### src/rtl/multi_serializer.sv
// ============================================================================
// multi_serializer
// ----------------------------------------------------------------------------
// Multi-lane parallel-to-serial converter. CH_N words of DATA_W bits are
// shifted out in lock-step, one bit per lane per clock. Upstream word sets
// arrive through a valid/ready handshake into a one-entry holding buffer.
// When no word set is available at a word boundary, IDLE_WORD is loaded on
// every lane and underrun_o pulses.
//
// Optional feature macro: SER_UNDERRUN_CNT_EN
//   When defined, adds underrun_cnt_o, a 16-bit saturating count of underrun
//   events, cleared only by rst_i.
//
// Parameters:
//   DATA_W     bits per word per lane (2..32)
//   CH_N       number of lanes
//   MSB_FIRST  0: bit 0 is sent first; 1: bit DATA_W-1 is sent first
//   IDLE_WORD  word loaded on every lane on underrun
//
// Ports:
//   clk_i           in   bit clock (serial rate)
//   rst_i           in   synchronous active-high reset
//   data_i          in   CH_N*DATA_W parallel words, lane k at [k*DATA_W +: DATA_W]
//   valid_i         in   data_i holds a word set for all lanes
//   ready_o         out  block accepts data_i this cycle
//   data_o          out  CH_N serial bits, one per lane
//   word_start_o    out  high while data_o carries the first bit of a word
//   underrun_o      out  one-cycle pulse: IDLE_WORD was loaded
//   underrun_cnt_o  out  saturating underrun count (SER_UNDERRUN_CNT_EN only)
// ============================================================================
module multi_serializer #(
    parameter int                DATA_W    = 10,
    parameter int                CH_N      = 3,
    parameter int                MSB_FIRST = 0,
    parameter logic [DATA_W-1:0] IDLE_WORD = 10'b1101010100
) (
    input  logic                     clk_i,
    input  logic                     rst_i,
    input  logic [CH_N*DATA_W-1:0]   data_i,
    input  logic                     valid_i,
    output logic                     ready_o,
    output logic [CH_N-1:0]          data_o,
    output logic                     word_start_o,
    output logic                     underrun_o
`ifdef SER_UNDERRUN_CNT_EN
    ,
    output logic [15:0]              underrun_cnt_o
`endif
);

    // ------------------------------------------------------------------------
    // Elaboration-time parameter checks
    // ------------------------------------------------------------------------
    generate
        if (DATA_W < 2 || DATA_W > 32) begin : g_bad_data_w
            $error("multi_serializer: DATA_W=%0d outside legal range 2..32", DATA_W);
        end
        if (CH_N < 1) begin : g_bad_ch_n
            $error("multi_serializer: CH_N=%0d must be at least 1", CH_N);
        end
    endgenerate

    localparam int                CNT_W    = (DATA_W > 1) ? $clog2(DATA_W) : 1;
    localparam logic [CNT_W-1:0]  CNT_LAST = CNT_W'(DATA_W - 1);
    localparam int                SET_W    = CH_N * DATA_W;

    // ------------------------------------------------------------------------
    // State
    // ------------------------------------------------------------------------
    logic [CNT_W-1:0] cnt_reg;
    logic [CNT_W-1:0] cnt_next;
    logic [SET_W-1:0] hold_reg;
    logic [SET_W-1:0] hold_next;
    logic             hold_valid_reg;
    logic             hold_valid_next;
    logic             word_start_reg;
    logic             underrun_reg;
    logic             underrun_next;

    // Word set presented to all shift registers on a load edge.
    logic [SET_W-1:0] load_word;
    logic             load;
    logic             accept;

    // ------------------------------------------------------------------------
    // Control: bit counter, holding buffer and load-source selection
    // ------------------------------------------------------------------------
    always_comb begin
        load            = (cnt_reg == CNT_LAST);
        // At a word boundary the buffer drains into the shift registers on
        // the same edge, so it can take a new word even while full.
        ready_o         = !hold_valid_reg || load;
        accept          = valid_i && ready_o;

        cnt_next        = cnt_reg;
        hold_next       = hold_reg;
        hold_valid_next = hold_valid_reg;
        underrun_next   = 1'b0;
        load_word       = hold_reg;

        if (load) begin
            cnt_next = '0;
            if (hold_valid_reg) begin
                load_word = hold_reg;
                if (accept) begin
                    hold_next       = data_i;
                    hold_valid_next = 1'b1;
                end else begin
                    hold_valid_next = 1'b0;
                end
            end else if (accept) begin
                // Bypass: an empty buffer lets a word arriving exactly on
                // the boundary go straight to the shift registers.
                load_word       = data_i;
                hold_valid_next = 1'b0;
            end else begin
                load_word     = {CH_N{IDLE_WORD}};
                underrun_next = 1'b1;
            end
        end else begin
            cnt_next = cnt_reg + 1'b1;
            if (accept) begin
                hold_next       = data_i;
                hold_valid_next = 1'b1;
            end
        end
    end

    always_ff @(posedge clk_i) begin
        if (rst_i) begin
            cnt_reg        <= '0;
            hold_reg       <= '0;
            hold_valid_reg <= 1'b0;
            word_start_reg <= 1'b0;
            underrun_reg   <= 1'b0;
        end else begin
            cnt_reg        <= cnt_next;
            hold_reg       <= hold_next;
            hold_valid_reg <= hold_valid_next;
            // The first bit of a newly loaded word is visible in the cycle
            // after the load edge, which is exactly when these flags are up.
            word_start_reg <= load;
            underrun_reg   <= underrun_next;
        end
    end

    assign word_start_o = word_start_reg;
    assign underrun_o   = underrun_reg;

    // ------------------------------------------------------------------------
    // Per-lane shift registers. All lanes share the same load/shift control,
    // so they stay bit-aligned with no skew between lanes.
    // ------------------------------------------------------------------------
    genvar gi;
    generate
        for (gi = 0; gi < CH_N; gi++) begin : g_lane
            logic [DATA_W-1:0] shift_reg;
            logic [DATA_W-1:0] shift_next;

            // Shift toward the output end, filling with zero.
            if (MSB_FIRST != 0) begin : g_msb
                assign shift_next = {shift_reg[DATA_W-2:0], 1'b0};
                assign data_o[gi] = shift_reg[DATA_W-1];
            end else begin : g_lsb
                assign shift_next = {1'b0, shift_reg[DATA_W-1:1]};
                assign data_o[gi] = shift_reg[0];
            end

            always_ff @(posedge clk_i) begin
                if (rst_i) begin
                    shift_reg <= '0;
                end else if (load) begin
                    shift_reg <= load_word[gi*DATA_W +: DATA_W];
                end else begin
                    shift_reg <= shift_next;
                end
            end
        end
    endgenerate

    // ------------------------------------------------------------------------
    // Optional saturating underrun counter
    // ------------------------------------------------------------------------
`ifdef SER_UNDERRUN_CNT_EN
    logic [15:0] underrun_cnt_reg;

    always_ff @(posedge clk_i) begin
        if (rst_i) begin
            underrun_cnt_reg <= '0;
        end else if (underrun_next && (underrun_cnt_reg != 16'hFFFF)) begin
            underrun_cnt_reg <= underrun_cnt_reg + 16'd1;
        end
    end

    assign underrun_cnt_o = underrun_cnt_reg;
`endif

endmodule

### config.mk
export PLATFORM = sky130hd
export DESIGN_NAME = multi_serializer
export DESIGN_NICKNAME = d
export VERILOG_FILES = /design/src/rtl/multi_serializer.sv
export SDC_FILE = /design/constraint.sdc
export NUM_CORES = 1
export LEC_CHECK = 0
export ABC_AREA = 1
export BUFFER_PORTS_ARGS = -buffer_cell sky130_fd_sc_hd__buf_2
export CORE_MARGIN = 1.5
export CORE_UTILIZATION = 44
export CTS_BUF_LIST = sky130_fd_sc_hd__clkbuf_2 sky130_fd_sc_hd__clkbuf_4 sky130_fd_sc_hd__clkbuf_8
export DETAILED_ROUTE_END_ITERATION = 8
export GPL_ROUTABILITY_DRIVEN = 0
export PLACE_DENSITY = 0.75
export SYNTH_ARGS = -nofsm -noshare
export SYNTH_HDL_FRONTEND = slang
export SYNTH_SLANG_ARGS = --single-unit
### constraint.sdc
create_clock -name clk_i -period 1.27 [get_ports clk_i]
set_input_delay 0.127 -clock clk_i [delete_from_list [all_inputs] [get_ports clk_i]]
set_output_delay 0.127 -clock clk_i [all_outputs]
set_load 0.01 [all_outputs]
==> flow_summary_export.csv, run 1 <==
group,metric,value,unit
die,die_area,7088,um^2
power,ir_worst_vdd,0.6090,mV
routing,route.detailed.vias_per_inst,5.213,
sta,final_period_minus_worst_setup_slack,1.338,ns
routing,wl_per_cell,13.73,um
synth,synth_cell_type_count,22,
synth,syn_avg_cell_area,7.287,um^2
clock_network,cts_num_sinks,67,
grt,grt_antenna_before_repair,0,
sta,finalCritPeriodShare,1.054,
die,floorplan.io_pins,39,
sta,final_max_slew_viol_count,0,
die,initial_core_util,0.4567,
cells_and_area,fin_util,0.5647,
synth,synthesis.nets,433,
worst_setup_path,worst-endpoint-arrival,1.58,ns
power,power.density_cell_area,1317,nW/um^2
worst_setup_path,crit_path_cell_trace,"inv_2, ha_4, nand3_4, o21ai_4, buf_12, nand3_1, nand2_1, nor2_1",
place,port-buffer-count,38,
sta,timing_worst_slew_pin_value,0.2760,ns
grt,globalRoute.totalOverflow,0,
synth,warning_count_from_the_yosys_run,0,
hold_path,holdPathStages,2,
routing,drtAntennaViolNets,0,
cells_and_area,diodes,0,
routing,drt_iter0_drc,147,
die,std_cell_rows,29,
clock_network,cts-htree-levels,3,
cells_and_area,number_of_nets_at_the_end_of_the_flow,471,
worst_setup_path,critical_path.max_stage_delay,0.33,ns
synth,cell_area_after_technology_mapping,2900,um^2
routing,post-route-drc-count,0,
clock_network,clock_tree.root_cell,"clkbuf_8",
die,area_inside_the_core_boundary,6350,um^2
sta,maxSlewHeadroom,0.8141,
clock_network,ctsLongestPathBuffers,2,
worst_setup_path,cp_data_required_time,1.51,ns
outcome,violated_checks,"negative setup slack",
synth,synth_seq_area_share,0.4625,
die,die_height,84.19,um
grt,grt_first_pass_wirelength,11.18,mm
sta,report.final.setup_viol,49,
die,die_width,84.19,um
sta,grt_setup_unrepaired,"yes",
routing,routed_wl,7.096,mm
sta,fin_skew,0.008167,ns
worst_setup_path,timing.critical_path.fanout_max,28,
power,final_total_pwr,4.724,mW
worst_setup_path,rr_worst_depth,8,
sta,timing.fmax,747.2,MHz
grt,grt_pass1_vias,2446,
clock_network,clkTransAtPathRegs,0.07,ns
clock_network,cts_hold_repair.buffers,0,
grt,grt_start_max_net_pins,46,
routing,num_vias,2695,
power,power.static_leakage,1.640,nW
sta,setup_slack,-0.06835,ns
hold_path,timing.hold.worst.class,"in2reg",
place,detailedPlacementHpwl,4.091,mm
clock_network,total_cts_buffers,9,
sta,report.final.hold_viol_count,0,
worst_setup_path,setup.worst_path.end_class,"flop",
grt,total_routing_usage_gr,0.1969,
worst_setup_path,cp_slowest_cell,"dfxtp_2",
cells_and_area,layout_stage_area_growth_over_the_synthesis_result,23.64,%
run,drv_cap,0,
cells_and_area,proportion_of_layout_cells_with_a_drive_suffix_above_1,0.2318,
worst_setup_path,path_class,"reg2reg",
cells_and_area,layout.cells.non_filler,517,
place,placedCellCount,498,
worst_setup_path,start_kind,"flop",
cells_and_area,fillerInstances,565,
clock_network,tritoncts,"built",
clock_network,clk_latency,0.34,ns
routing,drt_first_pass_iters,4,
synth,synthCells,398,
synth,flop_and_latch_count_out_of_synthesis,67,
sta,hold_worst_slack,0.04517,ns
outcome,run_status,"finished with violations",
## area by class of cell
| class | instances | area (um^2) | share of cell area |
|---|---|---|---|
| clock buffers | 13 | 166.4 | 0.04641 |
| flip-flops and latches | 67 | 1345 | 0.3751 |
| inverters | 41 | 153.9 | 0.04292 |
| clock inverters | 2 | 35.03 | 0.009770 |
| repair buffers | 59 | 481.7 | 0.1343 |
| multi-input cells | 258 | 1308 | 0.3646 |
| well taps | 77 | 96.34 | 0.02687 |
## report_power, final
group	switching [mW]	internal (mW)	leakage [nW]
clock network	0.764	1.04	0.106
registers	0.0616	2.20	0.548
logic	0.364	0.289	0.985
total	1.19	3.53	1.64
## cell families after synthesis
family / after synthesis / share of synthesized area
AND/OR/NAND/NOR: 140 / 0.2019
AO/OA/AOI/OAI: 115 / 0.2062
buffers and inverters: 73 / 0.1178
flip-flops: 67 / 0.4625
adder cells (fa/ha/maj): 2 / 0.008627
XOR/XNOR: 1 / 0.003020
## worst paths after layout
kind                          start                      to  slack [ns]
min                           rst_i          hold_valid_reg        0.05
max reg2reg              cnt_reg[1]            hold_reg[28]       -0.07
max                      cnt_reg[1]            hold_reg[28]       -0.07
min reg2reg  g_lane[0].shift_reg[4]  g_lane[0].shift_reg[3]        0.43
## metrics by stage
| step | cell area [um^2] | setup WS [ns] | setup TNS (ns) |
|---|---|---|---|
| after floorplan | 2929 | 0.02329 | 0 |
| after global placement | 3244 | -0.01890 | -0.1583 |
| after detailed placement | 3244 | -0.06547 | -0.9624 |
| after CTS | 3491 | -0.04557 | -0.7954 |
| after global routing | 3586 | -0.1444 | -5.946 |
| final | 3586 | -0.06835 | -1.708 |
## layer usage
metal | GRT usage | part of all wire | vias up
met2 | 0.3273 | 0.48 | 67
li1 | - | - | 1364
met4 | 0.09836 | 0.017 | 0
met1 | 0.2420 | 0.46 | 1254
met3 | 0.04130 | 0.044 | 10
met5 | 0 | 0 | -
## cells in the final DEF (no fill, tap or decap), types with 7 or more instances in the layout
cell      instances
nand2_1          65
clkbuf_8         11
buf_4             7
a21oi_1          36
nand3_1          35
dfxtp_1          64
inv_1            37
buf_2            37
o21ai_0          54
o21ai_1           8
buf_12            7
a21oi_2          12
nor2_1           34
## worst max-delay path: cells and delay by family (launching register included)
family                   cells  cell delay [ns]
flip-flops                   1             0.33
adder cells (fa/ha/maj)      1             0.16
AND/OR/NAND/NOR              4             0.31
AO/OA/AOI/OAI                1             0.14
buffers and inverters        2             0.28
## synthesized netlist by cell type (all sizes together)
master	instances	area, um^2
dfxtp	67	1341
o211ai	3	22.52
inv	41	153.9
buf	23	152.6
o21ai	64	335.3
nand3	36	185.2
clkbuf	9	35.03
a21oi	48	240.2
nand2	67	251.5
xnor2	1	8.760
nor2	37	148.9
ha	2	25.02
## repair_timing
item                       4_1_cts  5_1_grt
setup endpoints to repair       42       63
gates resized for setup         11       17
pin swaps                        1        1
gates cloned                     0        3
setup buffers                    0        1
Note: power is estimated with default switching activity, not from simulation.
==> run 2, diff against run 1 <==
Settings changed: PLACE_DENSITY 0.75 to 0.68, SETUP_SLACK_MARGIN set to 0.05.
==> run 2 against run 1 <==
The flow still finishes with violations (negative setup slack). First-iteration DRC count shrank 6.1%. Fmax shrank 2.7%. Register-to-register slack lost 0.04 ns. Flip-flop and latch count is the same. Clock skew shrank 0.00091 ns. Non-clock buffer count grew 6. Largest power group unchanged. Utilization grew 1.2 points. Critical path depth shrank 2. Global-route usage grew 0.67 points.
==> flow_summary_export.csv, run 2 (synthesis results as in run 1) <==
group,metric,value,unit
clock_network,tritoncts,"built",
routing,routed_wl,7.013,mm
sta,report.final.setup_viol,62,
worst_setup_path,timing.critical_path.fanout_max,2,
outcome,violated_checks,"negative setup slack",
routing,drt_first_pass_iters,7,
sta,hold_worst_slack,0.04676,ns
sta,timing.fmax,727.2,MHz
routing,route.detailed.vias_per_inst,5.096,
routing,wl_met3,192,um
grt,grt_first_pass_wirelength,11.45,mm
clock_network,clk_latency,0.34,ns
worst_setup_path,worstSetupStartpoint,"cnt_reg[1]",
cells_and_area,fillerInstances,593,
grt,globalRoute.totalOverflow,0,
worst_setup_path,setup.worst_path.end_class,"output port",
clock_network,ctsLongestPathBuffers,2,
worst_setup_path,worst-endpoint-arrival,1.25,ns
worst_setup_path,start_kind,"flop",
die,die_area,7088,um^2
die,die_width,84.19,um
routing,drtAntennaViolNets,0,
clock_network,clock_tree.root_cell,"clkbuf_8",
grt,grt_pass1_vias,2430,
die,floorplan.io_pins,39,
sta,report.final.hold_viol_count,0,
worst_setup_path,path_class,"reg2out",
sta,finalCritPeriodShare,1.083,
worst_setup_path,r2r-end,"hold_reg[4]",
routing,drt-met1-wl,3.204,mm
sta,final.setup.tns,-3.603,ns
sta,final_max_slew_viol_count,0,
grt,total_routing_usage_gr,0.2036,
grt,grt_start_max_net_pins,36,
place,detailedPlacementHpwl,4.268,mm
routing,drt_iter0_drc,138,
cells_and_area,diodes,0,
power,power.static_leakage,1.673,nW
place,port-buffer-count,38,
power,power.density_cell_area,1316,nW/um^2
sta,fin_skew,0.007258,ns
run,drv_cap,0,
sta,timing_worst_slew_pin_value,0.2708,ns
sta,final_period_minus_worst_setup_slack,1.375,ns
outcome,run_status,"finished with violations",
cells_and_area,most-common-layout-cells,"64 x dfxtp_1, 63 x nand2_1, 42 x a21oi_1, 37 x o21ai_0, 37 x buf_2",
cells_and_area,proportion_of_layout_cells_with_a_drive_suffix_above_1,0.2511,
place,place_ws,-0.04961,ns
die,initial_core_util,0.4567,
die,die_height,84.19,um
cells_and_area,layout_stage_area_growth_over_the_synthesis_result,26.32,%
clock_network,cts_num_sinks,67,
worst_setup_path,crit_end,"ready_o",
hold_path,timing.hold.worst.class,"in2reg",
cells_and_area,number_of_nets_at_the_end_of_the_flow,477,
die,std_cell_rows,29,
routing,post-route-drc-count,0,
worst_setup_path,startpoint_of_the_worst_register_to_register_path,"cnt_reg[1]",
clock_network,total_cts_buffers,9,
routing,wl_per_cell,13.41,um
sta,setup_slack,-0.1051,ns
worst_setup_path,cp_data_required_time,1.14,ns
power,ir_worst_vdd,0.6606,mV
hold_path,min_from,"rst_i",
die,area_inside_the_core_boundary,6350,um^2
routing,uppermost_metal_layer_occupied_by_signal_nets,"met4",
worst_setup_path,reg2reg_slack,-0.11,ns
routing,num_vias,2665,
grt,grt_antenna_before_repair,0,
cells_and_area,final_common_cell,"dfxtp_1",
sta,grt_setup_unrepaired,"yes",
sta,maxSlewHeadroom,0.8188,
clock_network,cts-htree-levels,3,
power,final_total_pwr,4.819,mW
worst_setup_path,rr_worst_depth,9,
clock_network,clkTransAtPathRegs,0.07,ns
routing,met2_length,3.490,mm
-- run 2: final cells by class --
type / instances / area (um^2) / area share
clock buffers: 14 / 186.4 / 0.05089
clock inverters: 1 / 30.03 / 0.008197
well taps: 77 / 96.34 / 0.02630
repair buffers: 65 / 525.5 / 0.1434
flip-flops and latches: 67 / 1345 / 0.3671
inverters: 41 / 153.9 / 0.04201
multi-input cells: 258 / 1326 / 0.3620
-- run 2: stage by stage --
stage / std cells / cell area (um^2) / util
final: 523 / 3664 / 0.5769
after global routing: 523 / 3664 / 0.5769
after CTS: 523 / 3587 / 0.5649
after detailed placement: 503 / 3269 / 0.5149
after global placement: 503 / 3269 / 0.5149
after floorplan: 398 / 2932 / -
-- run 2: critical path: stages (launching register included) --
cell	delay, ns
dfxtp_2	0.32
inv_2	0.06
ha_4	0.15
nand3_4	0.07
buf_4	0.15
nand2_4	0.06
buf_6	0.10
-- run 2: what timing repair did --
item                                    4_1_cts  5_1_grt
resized for setup                            23       25
pin swaps                                     3        0
gates cloned                                  2        1
setup buffers                                 3        0
hold buffers                                  0        0
endpoints found under the setup margin       62       67
-- run 2: worst min path at each step --
stage / endpoint / slack (ns) / cells past startpoint
after CTS: hold_valid_reg / 0.06 / 2
final: hold_valid_reg / 0.05 / 2
after global placement: hold_valid_reg / 0.38 / 2
after detailed placement: hold_valid_reg / 0.40 / 2
after floorplan: hold_valid_reg / 0.20 / 1
after global routing: hold_valid_reg / 0.05 / 2
-- run 2: layer usage --
layer	global-route usage	up-vias
met5	0	-
met3	0.02655	12
li1	-	1376
met4	0.09389	0
met1	0.2598	1228
met2	0.3433	49
-- run 2: where the power goes --
group	total, mW	switching, mW	internal [mW]	leakage, nW
Clock	1.90	0.761	1.13	0.112
Sequential	2.25	0.0547	2.20	0.548
Combinational	0.669	0.377	0.292	1.01
==> run 3, diff against run 2 <==
Settings changed: PLACE_DENSITY 0.68 to 0.66.
Clock period 1.27 ns to 1.8 ns, I/O delays scaled along.
==> run 3 against run 2 <==
The run now ends clean. Via count is 2.8% lower. Flip-flop and latch count stayed put. Non-clock buffer count decreased by 18. Combinational power fell by 41%. Cell area shrank 9.3%. Die area unchanged. Register-to-register slack gained 0.31 ns. Sequential power decreased by 29%. Utilization fell by 5.4 points. Worst hold slack gained 0.072 ns. Routed wire length shrank 6.6%. Clock power shrank 39%.
==> flow_summary_export.csv, run 3 (synthesis results as in run 1) <==
group,metric,value,unit
clock_network,ctsLongestPathBuffers,2,
hold_path,holdPathStages,2,
run,drv_cap,0,
worst_setup_path,rr_worst_depth,7,
routing,drt_iter0_drc,178,
grt,globalRoute.totalOverflow,0,
worst_setup_path,r2r-end,"hold_reg[14]",
grt,grt_start_max_net_pins,41,
clock_network,post_cts_resize_count,0,
worst_setup_path,cp_slowest_cell,"dfxtp_1",
grt,grt_pass1_vias,2374,
clock_network,total_cts_buffers,9,
routing,drtAntennaViolNets,0,
worst_setup_path,critical_path.max_stage_delay,0.39,ns
grt,grt_busiest_layer,"met2",
die,floorplan.io_pins,39,
clock_network,postCtsSetupBuffers,0,
worst_setup_path,setup.worst_path.end_class,"flop",
sta,fin_skew,0.01135,ns
worst_setup_path,crit_buf_inv,1,
sta,finalCritPeriodShare,0.8857,
worst_setup_path,path_class,"reg2reg",
place,post_dp_cell_area,3127,um^2
die,die_height,84.19,um
sta,timing_worst_slew_pin_value,0.4925,ns
die,std_cell_rows,29,
outcome,run_status,"finished clean",
power,power.density_cell_area,945.3,nW/um^2
grt,total_routing_usage_gr,0.1941,
clock_network,cts-htree-levels,3,
cells_and_area,proportion_of_layout_cells_with_a_drive_suffix_above_1,0.1678,
routing,drt_first_pass_iters,4,
clock_network,tritoncts,"built",
sta,report.final.setup_viol,0,
worst_setup_path,worst-endpoint-arrival,1.82,ns
hold_path,min_from,"rst_i",
grt,grt_use_met2,0.3316,
worst_setup_path,timing.critical_path.fanout_max,40,
worst_setup_path,reg2reg_slack,0.21,ns
sta,final_max_slew_viol_count,0,
routing,routed_wl,6.553,mm
sta,final.setup.tns,0,ns
clock_network,clkTransAtPathRegs,0.07,ns
sta,grt_setup_unrepaired,"no",
worst_setup_path,cp_data_required_time,2.03,ns
cells_and_area,most-common-layout-cells,"67 x nand2_1, 67 x dfxtp_1, 58 x o21ai_0, 48 x a21oi_1",
hold_path,hold_path_end,"word_start_o",
sta,timing.fmax,627.2,MHz
die,initial_core_util,0.4567,
hold_path,timing.hold.worst.class,"in2reg",
sta,report.final.hold_viol_count,0,
place,port-buffer-count,38,
grt,grt_use_met3,0.05900,
worst_setup_path,start_kind,"flop",
sta,maxSlewHeadroom,0.6716,
worst_setup_path,startpoint_of_the_worst_register_to_register_path,"cnt_reg[0]",
clock_network,cts_num_sinks,67,
clock_network,cts_hold_repair.buffers,0,
place,detailedPlacementHpwl,3.921,mm
power,ir_worst_vdd,0.4982,mV
grt,globalRouteMet1Util,0.2357,
routing,post-route-drc-count,0,
cells_and_area,number_of_nets_at_the_end_of_the_flow,460,
grt,grt_first_pass_wirelength,10.94,mm
sta,final_period_minus_worst_setup_slack,1.594,ns
cells_and_area,final_cell_area,3323,um^2
grt,grt_antenna_before_repair,0,
die,area_inside_the_core_boundary,6350,um^2
die,die_width,84.19,um
routing,num_vias,2591,
clock_network,clk_latency,0.34,ns
worst_setup_path,crit_family,"flip-flops",
die,die_area,7088,um^2
cells_and_area,layout_stage_area_growth_over_the_synthesis_result,14.58,%
cells_and_area,diodes,0,
power,power.static_leakage,1.519,nW
routing,wl_per_cell,12.95,um
worst_setup_path,crit_path_cell_trace,"ha_1, nand2_1, nor2_4, o21ai_4, buf_12, a21oi_1, nor2_1",
routing,route.detailed.vias_per_inst,5.121,
clock_network,clock_tree.root_cell,"clkbuf_8",
==> run 3: cell count changes in the layout (fill, tap and decap cells not counted), sizes merged <==
cell,delta
buf,-17
bufinv,-1
clkbuf,-2
clkinv,+2
o21ai,+1
==> run 3: worst max-delay path by stage <==
stage,start,endpoint,slack (ns),cells after the start
2_1_floorplan,cnt_reg[0],g_lane[0].shift_reg[4],0.46,8
3_3_place_gp,cnt_reg[0],hold_reg[7],0.23,7
3_5_place_dp,cnt_reg[0],hold_reg[14],0.20,7
4_1_cts,hold_valid_reg,hold_reg[3],0.17,6
5_1_grt,cnt_reg[0],hold_reg[0],0.07,8
6_report,cnt_reg[0],hold_reg[14],0.21,7
==> run 3: per-layer routing <==
| layer | wire length [um] | share of wire |
|---|---|---|
| met5 | 0 | 0 |
| met4 | 47 | 0.0072 |
| met3 | 332 | 0.051 |
| met2 | 3134 | 0.48 |
| met1 | 3039 | 0.46 |
==> run 3: worst reg2reg max path: stages (launching register included) <==
cell,delay [ns]
dfxtp_1,0.39
ha_1,0.21
nand2_1,0.10
nor2_4,0.18
o21ai_4,0.16
buf_12,0.21
a21oi_1,0.16
nor2_1,0.06
==> run 3: final cells by class <==
cell class	count	area, um^2
fill	620	3027
multi-input combinational	259	1241
tap	77	96.34
inverter	41	153.9
clock buffer	13	172.7
sequential	67	1341
timing repair buffer	47	307.8
clock inverter	2	10.01
==> run 3: report_power, final <==
group          internal [mW]  switching (mW)  total [mW]
Combinational          0.163           0.233       0.396
Sequential              1.55          0.0378        1.59
Clock                  0.617           0.540        1.16
Total                   2.33           0.811        3.14
==> run 3: stage by stage <==
stage            util  hold slack [ns]  cells  setup WS [ns]  power (mW)
2_1_floorplan       -           0.2491    398         0.4609       1.897
3_3_place_gp   0.4924           0.4116    490         0.2309       2.003
3_5_place_dp   0.4924           0.4144    490         0.2011       2.015
4_1_cts        0.5212           0.1013    505         0.1739       3.171
5_1_grt        0.5234           0.1061    506        0.07435       3.303
6_report       0.5234           0.1191    506         0.2057       3.141
